$ cat config.mk
export PLATFORM = sky130hd
export DESIGN_NAME = frame_parser
export DESIGN_NICKNAME = d
export VERILOG_FILES = /design/src/rtl/frame_parser.sv
export SDC_FILE = /design/constraint.sdc
export NUM_CORES = 1
export LEC_CHECK = 0
export CAP_MARGIN = 30
export CORE_ASPECT_RATIO = 0.9
export CORE_UTILIZATION = 50
export DETAILED_ROUTE_END_ITERATION = 12
export GPL_ROUTABILITY_DRIVEN = 1
export GPL_TIMING_DRIVEN = 0
export HOLD_SLACK_MARGIN = 0.1
export MAX_ROUTING_LAYER = met4
export PLACE_DENSITY_LB_ADDON = 0.08
export SETUP_SLACK_MARGIN = 0.2
export SYNTH_ARGS = -nofsm -noshare
export SYNTH_HDL_FRONTEND = slang
export SYNTH_SLANG_ARGS = --single-unit
$ cat constraint.sdc
create_clock -name iclk -period 7.08 [get_ports iclk]
set_input_delay 1.416 -clock iclk [delete_from_list [all_inputs] [get_ports iclk]]
set_output_delay 1.416 -clock iclk [all_outputs]
set_load 0.005 [all_outputs]
$ cat src/rtl/frame_parser.sv
// ---------------------------------------------------------------------------
// frame_parser
//
// Receive-side Ethernet frame parser for a GMII byte stream. Strips the
// preamble/SFD, extracts the DA, SA and length/type header fields, counts
// frame bytes, checks the CRC-32 FCS and reports a one-cycle end-of-frame
// status. Post-SFD bytes are forwarded through a fixed-latency delay line
// with start/end-of-frame markers.
//
// Parameters
//   MAX_LEN  largest good frame in bytes (DA through FCS)
//   MIN_LEN  smallest good frame in bytes (DA through FCS)
//   DLY      data-path latency in clock cycles (>= 2)
//
// Ports
//   iclk          clock, rising edge
//   irst_n        asynchronous active-low reset
//   irx_data      GMII receive byte
//   irx_dv        receive data valid
//   irx_er        receive error
//   o_state       parser state encoding
//   o_data        forwarded frame byte
//   o_dv          o_data valid
//   o_sof         first DA byte on o_data
//   o_eof         last FCS byte on o_data
//   o_da          destination address, first byte in [47:40]
//   o_sa          source address, first byte in [47:40]
//   o_len_type    length/type, first byte in [15:8]
//   o_hdr_vld     one-cycle pulse when the header fields update
//   o_frame_len   byte count DA through FCS
//   o_status_vld  one-cycle end-of-frame status pulse
//   o_good        frame error-free (valid with o_status_vld)
//   o_err_code    error reason (valid with o_status_vld)
// ---------------------------------------------------------------------------
module frame_parser #(
  parameter int MAX_LEN = 1518,
  parameter int MIN_LEN = 64,
  parameter int DLY     = 4
) (
  input  logic        iclk,
  input  logic        irst_n,
  input  logic [7:0]  irx_data,
  input  logic        irx_dv,
  input  logic        irx_er,
  output logic [2:0]  o_state,
  output logic [7:0]  o_data,
  output logic        o_dv,
  output logic        o_sof,
  output logic        o_eof,
  output logic [47:0] o_da,
  output logic [47:0] o_sa,
  output logic [15:0] o_len_type,
  output logic        o_hdr_vld,
  output logic [10:0] o_frame_len,
  output logic        o_status_vld,
  output logic        o_good,
  output logic [2:0]  o_err_code
);

  localparam logic [2:0] S_IDLE = 3'd0;
  localparam logic [2:0] S_PRE  = 3'd1;
  localparam logic [2:0] S_DA   = 3'd2;
  localparam logic [2:0] S_SA   = 3'd3;
  localparam logic [2:0] S_LEN  = 3'd4;
  localparam logic [2:0] S_DATA = 3'd5;
  localparam logic [2:0] S_DROP = 3'd6;

  localparam logic [2:0] E_NONE  = 3'd0;
  localparam logic [2:0] E_PRE   = 3'd1;
  localparam logic [2:0] E_RXER  = 3'd2;
  localparam logic [2:0] E_RUNT  = 3'd3;
  localparam logic [2:0] E_GIANT = 3'd4;
  localparam logic [2:0] E_FCS   = 3'd5;
  localparam logic [2:0] E_ABORT = 3'd6;

  localparam logic [10:0] MAX_LEN_C   = 11'(MAX_LEN);
  localparam logic [10:0] MIN_LEN_C   = 11'(MIN_LEN);
  localparam logic [10:0] CNT_SAT     = 11'h7FF;
  localparam logic [31:0] CRC_INIT    = 32'hFFFF_FFFF;
  localparam logic [31:0] CRC_RESIDUE = 32'hC704_DD7B;

  // MSB-first CRC-32 register fed with each byte LSB first. This is the
  // register-orientation of the reflected IEEE 802.3 CRC, so a frame with a
  // correct FCS leaves the well-known 0xC704DD7B residue.
  function automatic logic [31:0] crcStep(input logic [31:0] crcIn,
                                          input logic [7:0]  dataIn);
    logic [31:0] c;
    logic        fb;
    c = crcIn;
    for (int i = 0; i < 8; i++) begin
      fb = c[31] ^ dataIn[i];
      c  = {c[30:0], 1'b0};
      if (fb) c = c ^ 32'h04C1_1DB7;
    end
    return c;
  endfunction

  logic [2:0]  state_q,     state_d;
  logic        armed_q,     armed_d;
  logic        silent_q,    silent_d;
  logic [2:0]  preCnt_q,    preCnt_d;
  logic        sfdSeen_q,   sfdSeen_d;
  logic [10:0] byteCnt_q,   byteCnt_d;
  logic        rxErr_q,     rxErr_d;
  logic        preErr_q,    preErr_d;
  logic        giant_q,     giant_d;
  logic [31:0] crc_q,       crc_d;
  logic [47:0] daAcc_q,     daAcc_d;
  logic [47:0] saAcc_q,     saAcc_d;
  logic [7:0]  lenHi_q,     lenHi_d;
  logic [47:0] da_q,        da_d;
  logic [47:0] sa_q,        sa_d;
  logic [15:0] lenType_q,   lenType_d;
  logic        hdrVld_q,    hdrVld_d;
  logic [10:0] frameLen_q,  frameLen_d;
  logic        good_q,      good_d;
  logic [2:0]  errCode_q,   errCode_d;
  logic        statusVld_q, statusVld_d;

  logic [DLY-1:0][7:0] pipeData_q;
  logic [DLY-1:0]      pipeFlag_q;
  logic                lastFlag_q;

  logic [10:0] cntInc;
  logic        fwd;
  logic [2:0]  endCode;

  // Parser next-state logic. armed_q blocks a frame from starting until
  // irx_dv has been seen low at least once after reset, so a stream that is
  // already running at reset release is dropped silently. silent_q marks
  // that drop so it produces no status.
  always_comb begin
    state_d     = state_q;
    armed_d     = armed_q;
    silent_d    = silent_q;
    preCnt_d    = preCnt_q;
    sfdSeen_d   = sfdSeen_q;
    byteCnt_d   = byteCnt_q;
    rxErr_d     = rxErr_q;
    preErr_d    = preErr_q;
    giant_d     = giant_q;
    crc_d       = crc_q;
    daAcc_d     = daAcc_q;
    saAcc_d     = saAcc_q;
    lenHi_d     = lenHi_q;
    da_d        = da_q;
    sa_d        = sa_q;
    lenType_d   = lenType_q;
    hdrVld_d    = 1'b0;
    frameLen_d  = frameLen_q;
    good_d      = good_q;
    errCode_d   = errCode_q;
    statusVld_d = 1'b0;
    fwd         = 1'b0;
    endCode     = E_NONE;
    cntInc      = (byteCnt_q == CNT_SAT) ? byteCnt_q : byteCnt_q + 11'd1;

    if (!irx_dv) armed_d = 1'b1;
    if ((state_q != S_IDLE) && irx_er) rxErr_d = 1'b1;

    case (state_q)
      S_IDLE: begin
        if (irx_dv) begin
          if (armed_q) begin
            state_d   = S_PRE;
            preCnt_d  = 3'd0;
            sfdSeen_d = 1'b0;
            rxErr_d   = 1'b0;
            preErr_d  = 1'b0;
            giant_d   = 1'b0;
            byteCnt_d = 11'd0;
          end else begin
            state_d  = S_DROP;
            silent_d = 1'b1;
          end
        end
      end
      S_PRE: begin
        if (irx_dv) begin
          if (irx_data == 8'h55) begin
            if (preCnt_q == 3'd7) begin
              preErr_d = 1'b1;
              state_d  = S_DROP;
            end else begin
              preCnt_d = preCnt_q + 3'd1;
            end
          end else if (irx_data == 8'hD5) begin
            state_d   = S_DA;
            sfdSeen_d = 1'b1;
            byteCnt_d = 11'd0;
            crc_d     = CRC_INIT;
          end else begin
            preErr_d = 1'b1;
            state_d  = S_DROP;
          end
        end
      end
      S_DA, S_SA, S_LEN, S_DATA: fwd = irx_dv;
      S_DROP: fwd = irx_dv & sfdSeen_q & ~silent_q;
      default: state_d = S_IDLE;
    endcase

    // Header capture; byteCnt_q is the post-SFD index of the current byte.
    if (irx_dv) begin
      case (state_q)
        S_DA: begin
          daAcc_d = {daAcc_q[39:0], irx_data};
          if (byteCnt_q == 11'd5) state_d = S_SA;
        end
        S_SA: begin
          saAcc_d = {saAcc_q[39:0], irx_data};
          if (byteCnt_q == 11'd11) state_d = S_LEN;
        end
        S_LEN: begin
          if (byteCnt_q == 11'd12) begin
            lenHi_d = irx_data;
          end else if (byteCnt_q == 11'd13) begin
            da_d      = daAcc_q;
            sa_d      = saAcc_q;
            lenType_d = {lenHi_q, irx_data};
            hdrVld_d  = 1'b1;
            state_d   = S_DATA;
          end
        end
        default: ;
      endcase
    end

    // Forwarded bytes are counted and CRC'd even after a giant drop.
    if (fwd) begin
      byteCnt_d = cntInc;
      crc_d     = crcStep(crc_q, irx_data);
      if ((state_q != S_DROP) && (cntInc > MAX_LEN_C)) begin
        giant_d = 1'b1;
        state_d = S_DROP;
      end
    end

    // End of frame: the first edge sampling irx_dv low in any active state.
    if ((state_q != S_IDLE) && !irx_dv) begin
      state_d  = S_IDLE;
      silent_d = 1'b0;
      if (!silent_q) begin
        if (rxErr_q || irx_er)                     endCode = E_RXER;
        else if (preErr_q)                         endCode = E_PRE;
        else if ((state_q == S_PRE) || (state_q == S_DA) ||
                 (state_q == S_SA)  || (state_q == S_LEN))
                                                   endCode = E_ABORT;
        else if (giant_q)                          endCode = E_GIANT;
        else if (byteCnt_q < MIN_LEN_C)            endCode = E_RUNT;
        else if (crc_q != CRC_RESIDUE)             endCode = E_FCS;
        else                                       endCode = E_NONE;
        statusVld_d = 1'b1;
        frameLen_d  = byteCnt_q;
        errCode_d   = endCode;
        good_d      = (endCode == E_NONE);
      end
    end
  end

  // Parser state, counters, CRC, header fields and status registers.
  always_ff @(posedge iclk or negedge irst_n) begin
    if (!irst_n) begin
      state_q     <= S_IDLE;
      armed_q     <= 1'b0;
      silent_q    <= 1'b0;
      preCnt_q    <= 3'd0;
      sfdSeen_q   <= 1'b0;
      byteCnt_q   <= 11'd0;
      rxErr_q     <= 1'b0;
      preErr_q    <= 1'b0;
      giant_q     <= 1'b0;
      crc_q       <= 32'd0;
      daAcc_q     <= 48'd0;
      saAcc_q     <= 48'd0;
      lenHi_q     <= 8'd0;
      da_q        <= 48'd0;
      sa_q        <= 48'd0;
      lenType_q   <= 16'd0;
      hdrVld_q    <= 1'b0;
      frameLen_q  <= 11'd0;
      good_q      <= 1'b0;
      errCode_q   <= 3'd0;
      statusVld_q <= 1'b0;
    end else begin
      state_q     <= state_d;
      armed_q     <= armed_d;
      silent_q    <= silent_d;
      preCnt_q    <= preCnt_d;
      sfdSeen_q   <= sfdSeen_d;
      byteCnt_q   <= byteCnt_d;
      rxErr_q     <= rxErr_d;
      preErr_q    <= preErr_d;
      giant_q     <= giant_d;
      crc_q       <= crc_d;
      daAcc_q     <= daAcc_d;
      saAcc_q     <= saAcc_d;
      lenHi_q     <= lenHi_d;
      da_q        <= da_d;
      sa_q        <= sa_d;
      lenType_q   <= lenType_d;
      hdrVld_q    <= hdrVld_d;
      frameLen_q  <= frameLen_d;
      good_q      <= good_d;
      errCode_q   <= errCode_d;
      statusVld_q <= statusVld_d;
    end
  end

  // DLY-stage delay line; lastFlag_q holds the flag that left the output
  // stage one cycle earlier, for start-of-frame detection.
  always_ff @(posedge iclk or negedge irst_n) begin
    if (!irst_n) begin
      pipeData_q <= '0;
      pipeFlag_q <= '0;
      lastFlag_q <= 1'b0;
    end else begin
      pipeData_q <= {pipeData_q[DLY-2:0], irx_data};
      pipeFlag_q <= {pipeFlag_q[DLY-2:0], fwd};
      lastFlag_q <= pipeFlag_q[DLY-1];
    end
  end

  assign o_state      = state_q;
  assign o_data       = pipeData_q[DLY-1];
  assign o_dv         = pipeFlag_q[DLY-1];
  assign o_sof        = pipeFlag_q[DLY-1] & ~lastFlag_q;
  assign o_eof        = pipeFlag_q[DLY-1] & ~pipeFlag_q[DLY-2];
  assign o_da         = da_q;
  assign o_sa         = sa_q;
  assign o_len_type   = lenType_q;
  assign o_hdr_vld    = hdrVld_q;
  assign o_frame_len  = frameLen_q;
  assign o_status_vld = statusVld_q;
  assign o_good       = good_q;
  assign o_err_code   = errCode_q;

endmodule

# [After elaboration in Yosys (flattened, before gate mapping)]
# Cells that the tools add are included.
# W data, S select, Z words.
[word_totals] output_inout_bits=143 inputBits=12 elab_cells=207 reg_bits=325
[classes] n_reduce_logical=31 n_mux=89 order_cmp=2 bitwise=24 eq_ne=32 addsub=2
[op_table] op="$mux W32" n=12
[op_table] op="$mux W27" n=8
[op_table] op="$not A14 Y14" n=8
[op_table] op="$mux W3" n=27
[op_table] op="$mux W11" n=7
[op_table] op="$eq A11 B4 Y1 const B" n=3
[op_table] op="$ne A32 B32 Y1 const B" n=1
[op_table] op="$mux W1" n=28
[op_table] op="$ne A3 B3 Y1 const B" n=8
[op_table] op="$reduce_and A6 Y1" n=4
[op_table] op="$pmux W11 S2" n=1
[op_table] op="$pmux W3 S3" n=2
[op_table] op="$ne A2 B2 Y1 const B" n=8
[op_table] op="$eq A3 B3 Y1 const B" n=4
[op_table] op="$reduce_bool A2 Y1" n=6
[op_table] op="$add A11 B1 Y11 const B" n=1
[op_table] op="$eq A11 B11 Y1 const B" n=1
[op_table] op="$eq A11 B3 Y1 const B" n=1
[op_table] op="$gt A11 B11 Y1 const B" n=1
[op_table] op="$lt A11 B7 Y1 const B" n=1
[op_table] op="$eq A8 B7 Y1 const B" n=1
[op_table] op="$eq A8 B8 Y1 const B" n=1
[op_table] op="$reduce_and A4 Y1" n=2
[op_table] op="$xor A1 B1 Y1" n=8
[op_table] op="17 further kinds" n=36

# [Logic depth before layout (Yosys ltp)]
[depth] word_depth=25 mapped_depth=10

# [Worst setup path after synthesis]
# Ideal clock, no wire load.
[synth_path] kind="input to register" startpoint="input port irx_dv" endpoint="register da_q[10], in the netlist o_da[10]" path_buffers=3 setup_slack_ns=3.952 cell_stages=8 setup_ns=0.117 arrival_time_ns=3.011 path_cell_list="or3b_1 > or2_2 > or3_1 > clkbuf_1 > clkbuf_1 > clkbuf_1 > nand2_1 > nand2_1"
[synth_between] elab_chain_len=1
[synth_rtl] element="start, declared" line_no="43" rtl="input logic irx_dv,"
[synth_rtl] element="$reduce_and A4 Y1 (no line)"
[synth_rtl] element="end signal, assigned" line_no="277" rtl="da_q <= 48'd0;"
[synth_rtl] element="end signal, assigned" line_no="299" rtl="da_q <= da_d;"
[synth_rtl] element="end, declared" line_no="111" rtl="logic [47:0] da_q, da_d;"
# No other way between the ends.
# A chain may end at the register's enable or synchronous reset.

# [Worst setup path in the final report]
[layout_path] startpoint="input port irx_dv" endpoint="register lenType_q[1], in the netlist o_len_type[1]"
[layout_between] elab_chain_len=1
[layout_rtl] element="$reduce_and A4 Y1 (no line)"
[layout_rtl] element="end signal, assigned" line_no="301" rtl="lenType_q <= lenType_d;"
[layout_rtl] element="end, declared" line_no="113" rtl="logic [15:0] lenType_q, lenType_d;"
# No other way between the ends.

==> summary.txt <==
Route
  • DR WL/cell: 16.6 microns
  • Antenna-violating nets left: 0
  • Vias post-DR: 8,951
  • Vias per std cell: 5.11
  • WL final: 29,100 microns
  • Drt drc: 0
  • DRT Pass-1 Iters: 6
  • Initial DRC Count: 587

Critical path
  • Setup CP Type: input pin to flip-flop
  • Worst EP arrival: 4260 ps
  • CP required: 7470 ps
  • R2R Setup Slk: 4090 ps
  • Critical path peak fanout: 10
  • Worst Setup Start Kind: input pin
  • CP endpoint kind: flip-flop

STA
  • RSZ-0062 raised after global routing: no
  • Worst slew pin tran: 731 ps
  • Hold Violations, Final: 0
  • Final min period: 3870 ps
  • Final Skew: 12.1 ps
  • Crit share post-route: 0.547
  • Final setup violation count: 0
  • TNS Setup: 0 ps
  • Max-Slew Margin vs Limit: 0.510
  • FMAX: 258 MHz
  • Max-slew violations: 0

Die
  • Die area: 27,000 sq um
  • Total core area: 26,000 sq um
  • Die Wd: 173 microns
  • Core Rows: 56
  • Initial cell density of the core: 0.507
  • I/O pin total: 155
  • Chip height: 156 microns

Clock tree
  • Root Driver: clkbuf_16
  • Total CTS buffers: 35
  • Clk sink count: 325
  • Post-CTS Setup Bufs: 0
  • CTS tree: done
  • Hold bufs inserted after CTS: 0
  • Clock transition at the registers of the reported paths: 60 ps
  • Clk_lat worst skew: 510 ps
  • PostCTS Resize Cnt: 0
  • Clock Path Buffers: 3
  • CTS H-tree depth: 2

Yosys
  • Register area share after synthesis: 0.617
  • Syn Std Cell Area: 13,200 sq um
  • Top cell type's share of synthesized area: 0.617
  • Top-count cell post-synth: nand2_1
  • Area leader, netlist: dfrtp_1
  • Post-synth top flop: dfrtp_1
  • EDFF count, synth: 0
  • Asr flop ratio synth: 1.00
  • Synth area leaders: dfrtp_1 (62%), nand2_1 (11%), mux2_2 (8.6%)
  • Distinct cells, synth: 59
  • Syn avg cell area: 11.1 sq um
  • Seq cells post-synth: 325
  • Syn nets: 1,201
  • Commonest cells in the netlist: nand2_1 (388), dfrtp_1 (325), mux2_2 (101), nor2_1 (41), xnor2_1 (38)
  • Syn. warnings: 0
  • Synth Instances: 1,184

Power and ir drop
  • Sequential share of power: 0.406
  • Cell Pwr Density: 363 nW/um^2
  • Switch share: 0.314
  • Total power: 5.94 mW
  • Internal: 4.07 mW
  • Comb power frac: 0.298
  • P_leak: 7.96 nW
  • Maximum VDD drop: 367 uV
  • Clk pwr share: 0.296
  • Net switching power: 1.86 mW

Placed design
  • IO Port Bufs: 154
  • Placed Instance Area: 15,200 sq um
  • Post-DP HPWL: 19,900 microns
  • Gpl congestion: 0.875

GRT
  • Global route overflow: 0
  • Tot GR Track Use: 0.231
  • Initial antenna violation count: 0
  • Global-route wire length before repair: 48,300 microns
  • Largest net degree at the start of global routing: 102
  • Vias in the first global route: 8,968

Cells and area
  • Final net count: 1,395
  • Share of layout cells above drive strength 1: 0.145
  • Post-route cell area: 16,400 sq um
  • # diodes: 0
  • Area grow syn2layout: 24.2%

Worst hold path
  • Min-delay worst type: flip-flop to flip-flop

Flow run
  • Max Cap Viol: 0

Run status
  • Status: finished, final reports clean
==> state kept, by name (all words and copies together) (netlist names), 4 cells and up <==
register,cells
o_len_type,16
o_sa,48
pipeFlag_q,4
o_data,8
o_da,48
byteCnt_q,11
crc_q,32
lenHi_q,8
o_frame_len,11
saAcc_q,48
daAcc_q,48
pipeData_q,24
==> routing by layer <==
layer,GRT usage,routed length [microns],vias to the layer above
li1,-,-,4285
met1,0.329,14100,4433
met2,0.353,13400,189
met3,0.0300,1090,44
met4,0.0577,502,0
met5,-,0,-
==> worst max-delay path: stages <==
cell,delay [ps]
clkdlybuf4s50_1,610
or3b_1,420
or2_2,320
or3_1,300
clkbuf_1,230
clkbuf_1,320
clkbuf_1,400
nand2_1,160
nand2_1,60
==> final timing paths <==
path / start / to / depth (start not counted)
max in group asynchronous: irst_n / pipeData_q[13] / 4
max: irx_dv / o_len_type[1] / 9
max reg2reg: byteCnt_q[8] / o_len_type[1] / 9
min in group asynchronous: irst_n / o_sa[34] / 1
min reg2reg: pipeData_q[22] / o_data[6] / 0
min: pipeData_q[22] / o_data[6] / 0
==> final cells by class <==
class	instances	area [sq um]
buffer	71	333
multi-input combinational	777	4680
inverter	11	41.3
fill	2132	9620
tap	348	435
clock buffer	51	1020
sequential	325	8130
timing repair buffer	157	1630
clock inverter	11	108
==> power by group through the flow <==
stage	Combinational (mW)	Sequential (mW)	Clock, mW
after floorplan	1.36	2.35	0
after global placement	1.74	2.44	0
after detailed placement	1.77	2.44	0
after CTS	1.78	2.41	1.80
after global routing	1.96	2.45	1.88
final	1.77	2.41	1.76
==> through the flow <==
| stage | instances | hold slack [ps] | utilization | worst slack [ps] |
|---|---|---|---|---|
| finish | 1751 | 344 | 0.630 | 3210 |
| global route | 1751 | 349 | 0.630 | 3020 |
| CTS | 1751 | 347 | 0.630 | 3190 |
| detailed placement | 1689 | 335 | 0.587 | 2680 |
| global placement | 1686 | 331 | 0.583 | -9500 |
| floorplan | 1184 | 331 | - | 3950 |
==> cell families (layout without fill, tap and decap cells) <==
group / after synthesis / after routing / synth area share
and+or+nand+nor: 504 / 504 / 0.161
DFF: 325 / 325 / 0.617
muxes: 104 / 104 / 0.0885
AOI/OAI and AO/OA: 92 / 92 / 0.0446
buffers and inverters: 82 / 301 / 0.0284
xor gates and xnor gates: 71 / 71 / 0.0553
adders and majority gates: 6 / 6 / 0.00550
==> placed cells by master (no fill, tap or decap), types with 4 or more instances in the layout <==
cell,instances
or3_1,4
and4_1,6
buf_2,17
nor3_1,6
xnor2_1,38
xnor2_2,7
ha_1,5
inv_1,11
nor2_1,41
o22a_1,8
and3_1,4
buf_4,12
nand2_1,388
dfrtp_1,325
clkinv_2,6
nor2b_1,7
clkbuf_16,35
mux2_2,101
nand4_1,7
clkbuf_1,44
clkdlybuf4s50_1,153
xor2_1,22
xnor3_1,4
buf_1,6
a21oi_1,33
nand3_1,11
nor4_1,6
clkbuf_8,8
o21ai_0,22
(Power assumes the default switching activity.)
==> RTL edit 1, RTL diff (same flow settings) <==
`DLY`: 4 -> 3.
--- a/src/rtl/frame_parser.sv
+++ b/src/rtl/frame_parser.sv
@@ -35,7 +35,7 @@
 module frame_parser #(
   parameter int MAX_LEN = 1518,
   parameter int MIN_LEN = 64,
-  parameter int DLY     = 4
+  parameter int DLY     = 3
 ) (
   input  logic        iclk,
   input  logic        irst_n,
Check against the original RTL: not settled (the Yosys comparison gave no result); the edit may change what the design does.
==> RTL edit 1 against the unedited design <==
Final area shrank 1.1%; fmax grew 10%; non-clock buffer count shrank 5; register-to-register slack gained 0.26 ns; setup slack gained 0.36 ns; wire length is essentially flat; synthesized cell count shrank 1.2%; area after synthesis shrank 1.2%; die area shrank 1.2%; total power is essentially flat; sequential cell count shrank 9.
==> RTL edit 1: results (changes against the unedited design) <==
| Metric | Value |
|---|---|
| Met3 usage | 2.875% (-0.12 points) |
| Arrival @ worst endpoint | 3.95 ns (-0.31 ns) |
| Worst r2r dst | o_da[5] |
| Vias in the first global route | 8626 (-3.8%) |
| PostCTS Resize Cnt | 0 (unchanged) |
| Reg2reg setup slack | 4.35 ns (+0.26 ns) |
| Final-layout clock buffer total | 42 (-18%) |
| IO Port Bufs | 153 (-0.65%) |
| Final HPWL DP | 20050 um (+0.75%) |
| Status | complete, no violations |
| Met2 wire length | 13570 um (+0.93%) |
| Register area share after synthesis | 60.68% (-1.0 points) |
| Initial antenna violation count | 0 (unchanged) |
| Met3 routed WL | 1197 um (+9.9%) |
| Wire length on met1 | 13900 um (-1.1%) |
| CP Max Fanout | 9 (-1) |
| Synthesized net count | 1187 (-1.2%) |
| H-tree depth | 1 (-1) |
| Fraction of area in multi-input gates | 29.36% (+0.79 points) |
| Worst slack, placed | 2.972 ns (+0.2876 ns) |
| Drt first pass iters | 5 (-1) |
| Comb_multi_in | 776 (-0.13%) |
| Fin worst setup slack | 3.569 ns (+0.3607 ns) |
| Worst Skew | 0.008191 ns (-0.003861 ns) |
| Post-synthesis adder-cell area fraction | 0.5569% (+0.0065 points) |
| Drt initial violations | 600 (+2.2%) |
| Final nets | 1376 (-1.4%) |
| Critical Path End | byteCnt_q[0] |
| Tot Pwr | 5.941 mW (about the same) |
| TritonCTS Buffers | 31 (-11%) |
| Reg2Reg Launch Point | byteCnt_q[6] |
| Comb pwr share | 29.9% (about the same) |
| WL per Instance | 16.86 um (+1.5%) |
| Multiplexer share of the synthesized area | 9.544% (+0.69 points) |
| Worst slew margin | 45.42% (-5.6 points) |
| Post-synthesis cell type count | 61 (+3.4%) |
| Most instantiated cells after synthesis | 388 x nand2_1, 316 x dfrtp_1, 98 x mux2_2 |
| Total number of vias | 8801 (-1.7%) |
| GRT Total Usage | 23.43% (+0.35 points) |
| Skew-Pair Late Insertion Delay | 0.56 ns (+0.05 ns) |
| Internal power | 4.091 mW (+0.39%) |
| Data buffer area share | 12.02% (+0.041 points) |
| First-pass GRT wire length | 47440 um (-1.7%) |
| Xor-xnor portion of the synthesized cell area | 5.953% (+0.42 points) |
| Synth Area in Compound Gates | 4.599% (+0.14 points) |
| Pin count of the biggest net entering global routing | 94 (-7.8%) |
| Critical Path Max Stage Delay | 0.70 ns (+0.09 ns) |
==> RTL edit 1: worst max-delay path, delay by kind of cell <==
| kind | cells | cell delay (ns) |
|---|---|---|
| compound gates | 2 | 0.89 |
| buf+inv | 1 | 0.70 |
| mux | 1 | 0.26 |
| simple gates | 3 | 0.67 |
==> RTL edit 1: metrics by stage <==
step	cells	instance area [um2]
after floorplan	1170	13030
after global placement	1665	14990
after detailed placement	1668	15080
after CTS	1724	16190
after global routing	1724	16190
final	1724	16190
==> RTL edit 1: worst min-delay path by stage <==
stage	startpoint	end	slack, ns	depth (start not counted)
final	pipeData_q[13]	o_data[5]	0.35	0
after global routing	pipeData_q[3]	pipeData_q[11]	0.35	0
after CTS	pipeData_q[2]	pipeData_q[10]	0.35	0
after detailed placement	pipeData_q[3]	pipeData_q[11]	0.33	0
after global placement	pipeData_q[1]	pipeData_q[9]	0.33	0
after floorplan	pipeData_q[8]	o_data[0]	0.33	0
==> RTL edit 2, RTL diff (same settings) <==
Made on the original files. The output `o_hdr_vld` loses its register stage (`hdrVld_q` becomes a continuous assignment).
--- a/src/rtl/frame_parser.sv
+++ b/src/rtl/frame_parser.sv
@@ -277,7 +277,6 @@
       da_q        <= 48'd0;
       sa_q        <= 48'd0;
       lenType_q   <= 16'd0;
-      hdrVld_q    <= 1'b0;
       frameLen_q  <= 11'd0;
       good_q      <= 1'b0;
       errCode_q   <= 3'd0;
@@ -299,13 +298,14 @@
       da_q        <= da_d;
       sa_q        <= sa_d;
       lenType_q   <= lenType_d;
-      hdrVld_q    <= hdrVld_d;
       frameLen_q  <= frameLen_d;
       good_q      <= good_d;
       errCode_q   <= errCode_d;
       statusVld_q <= statusVld_d;
     end
   end
+
+  assign hdrVld_q = hdrVld_d;
 
   // DLY-stage delay line; lastFlag_q holds the flag that left the output
   // stage one cycle earlier, for start-of-frame detection.
Formal check against the unedited RTL: no difference found for any inputs over 4 cycles, from zero or initial values and one cycle with irst_n low; that may be too few to reach the edited logic, so the function may still have changed.
==> RTL edit 2 against the unedited design <==
First-iteration DRC count shrank 0.34%; area after synthesis shrank 0.19%; sequential share of layout area grew 0.24 points; clock power shrank 5%; setup slack lost 0.90 ns; count of clock-buffer cells in the layout shrank 2; synthesized cell count is essentially flat; final area shrank 0.78%; wire length grew 1.4%; total power shrank 1.3%; via count shrank 0.25%; sequential cell count shrank 1; fmax shrank 19%; critical endpoint is now o_hdr_vld.
==> RTL edit 2: results (changes against the unedited design) <==
| Metric | Value |
|---|---|
| Slew @ Worst Pin | 0.8489 ns (+0.1177 ns) |
| CTS root buf | clkbuf_16 |
| CP delay by family, top | buffers and inverters |
| Drt first pass iters | 5 (-1) |
| Post-place instance area | 0.01519 mm2 (-0.39%) |
| Synthesized net count | 1200 (-0.083%) |
| Post-synthesis cell type count | 59 (unchanged) |
| YS warnings | 0 (unchanged) |
| HP Class | register to register |
| Multiplexer share of the synthesized area | 8.871% (+0.017 points) |
| Worst slack, placed | 2.352 ns (-0.3321 ns) |
| TritonCTS Buffers | 34 (-2.9%) |
| Worst VDD drop | 0.2699 mV (-26%) |
| Status | complete, no violations |
| Slowest cell on crit path | clkdlybuf4s50_1 |
| Reg2reg setup slack | 4.10 ns (about the same) |
| WL per Instance | 16.96 um (+2.1%) |
| Hold Crit Endpoint | pipeData_q[13] |
| Xor-xnor portion of the synthesized cell area | 5.543% (+0.011 points) |
| Avg Vias per Cell | 5.135 (+0.44%) |
| Reg2Reg Launch Point | crc_q[21] |
| Syn_area_per_cell | 11.12 um2 (-0.11%) |
| Initial antenna violation count | 0 (unchanged) |
| Vias in the first global route | 8929 (-0.43%) |
| Share of cells above drive strength 1 | 14.24% (-0.30 points) |
| Setup bufs post-CTS | 0 (unchanged) |
| Drt initial violations | 585 (-0.34%) |
| CP Max Fanout | 6 (-4) |
| Final nets | 1392 (-0.22%) |
| Synth Area in Compound Gates | 4.469% (+0.0085 points) |
| First-pass GRT wire length | 48490 um (+0.46%) |
| LEAKAGE | 7.912 nW (-0.65%) |
| Fin cells | 1739 (-0.69%) |
| Arrival @ worst endpoint | 3.35 ns (-0.91 ns) |
| Pin count of the biggest net entering global routing | 125 (+23%) |
| Post-synthesis adder-cell area fraction | 0.5514% (+0.0010 points) |
| Hold depth | 0 (unchanged) |
| IO Port Bufs | 154 (unchanged) |
| Synth area leaders | dfrtp_1 62%, nand2_1 11%, mux2_2 8.6%, xnor2_1 2.5%, xor2_1 1.5% |
| Worst r2r dst | o_good |
| Cells on worst reg2reg path | 5 (-4) |
| Hold path start | pipeData_q[5] |
| GRT Total Usage | 23.58% (+0.50 points) |
| Fillcell total | 2096 (-1.7%) |
| Register area share after synthesis | 61.61% (-0.073 points) |
| Clock slew at reported path FFs | 0.05 ns |
| RePlAce Congestion | 0.8934 (+2.1%) |
| Worst Skew | 0.02343 ns (+0.01138 ns) |
| PostCTS Resize Cnt | 0 (unchanged) |
| Final HPWL DP | 20290 um (+1.9%) |
| Most instantiated cells after synthesis | 388 x nand2_1, 324 x dfrtp_1, 101 x mux2_2 |
[RTL edit 2: layout make-up]
| cell class | count | area [um2] | area share (%) |
|---|---|---|---|
| sequential | 324 | 8108 | 49.91 |
| multi-input combinational | 777 | 4678 | 28.80 |
| inverter | 11 | 41.29 | 0.2542 |
| tap | 342 | 427.9 | 2.634 |
| timing repair buffer | 156 | 1602 | 9.858 |
| buffer | 71 | 332.8 | 2.049 |
| clock buffer | 49 | 988.4 | 6.084 |
| clock inverter | 9 | 67.56 | 0.4159 |
[RTL edit 2: logic make-up after synthesis]
kind of cell	after synthesis
and+or+nand+nor	504
DFF	324
muxes	104
AOI/OAI and AO/OA	92
buffers and inverters	82
xor gates and xnor gates	71
adders and majority gates	6
[RTL edit 2: worst max-delay path by stage]
stage	start	end	slack, ns
6_report	irx_dv	o_hdr_vld	2.31
2_1_floorplan	irx_dv	o_hdr_vld	3.58
3_3_place_gp	irst_n	pipeData_q[2]	-9.38
3_5_place_dp	irx_dv	o_hdr_vld	2.35
4_1_cts	irx_dv	o_hdr_vld	2.34
5_1_grt	irx_dv	o_hdr_vld	2.26
[RTL edit 2: power breakdown]
part	leakage, nW	internal, mW	total [mW]	switching (mW)
clock network	0.525	0.973	1.68	0.702
registers	4.28	2.15	2.41	0.259
logic	3.11	0.879	1.77	0.895
total	7.91	4.00	5.86	1.86
[RTL edit 2: through the flow]
stage / hold WS [ns] / util, %
6_report: 0.3454 / 63.80
5_1_grt: 0.3504 / 63.80
4_1_cts: 0.3454 / 63.80
3_5_place_dp: 0.3347 / 59.66
3_3_place_gp: 0.3313 / 59.42
2_1_floorplan: 0.3312 / -
[RTL edit 2: layer usage]
| layer | GRT usage [%] | vias up | wire [um] |
|---|---|---|---|
| met2 | 35.35 | 193 | 13470 |
| met5 | - | - | 0 |
| met3 | 3.484 | 32 | 1256 |
| met4 | 5.478 | 0 | 452 |
| met1 | 34.12 | 4419 | 14320 |
| li1 | - | 4285 | - |
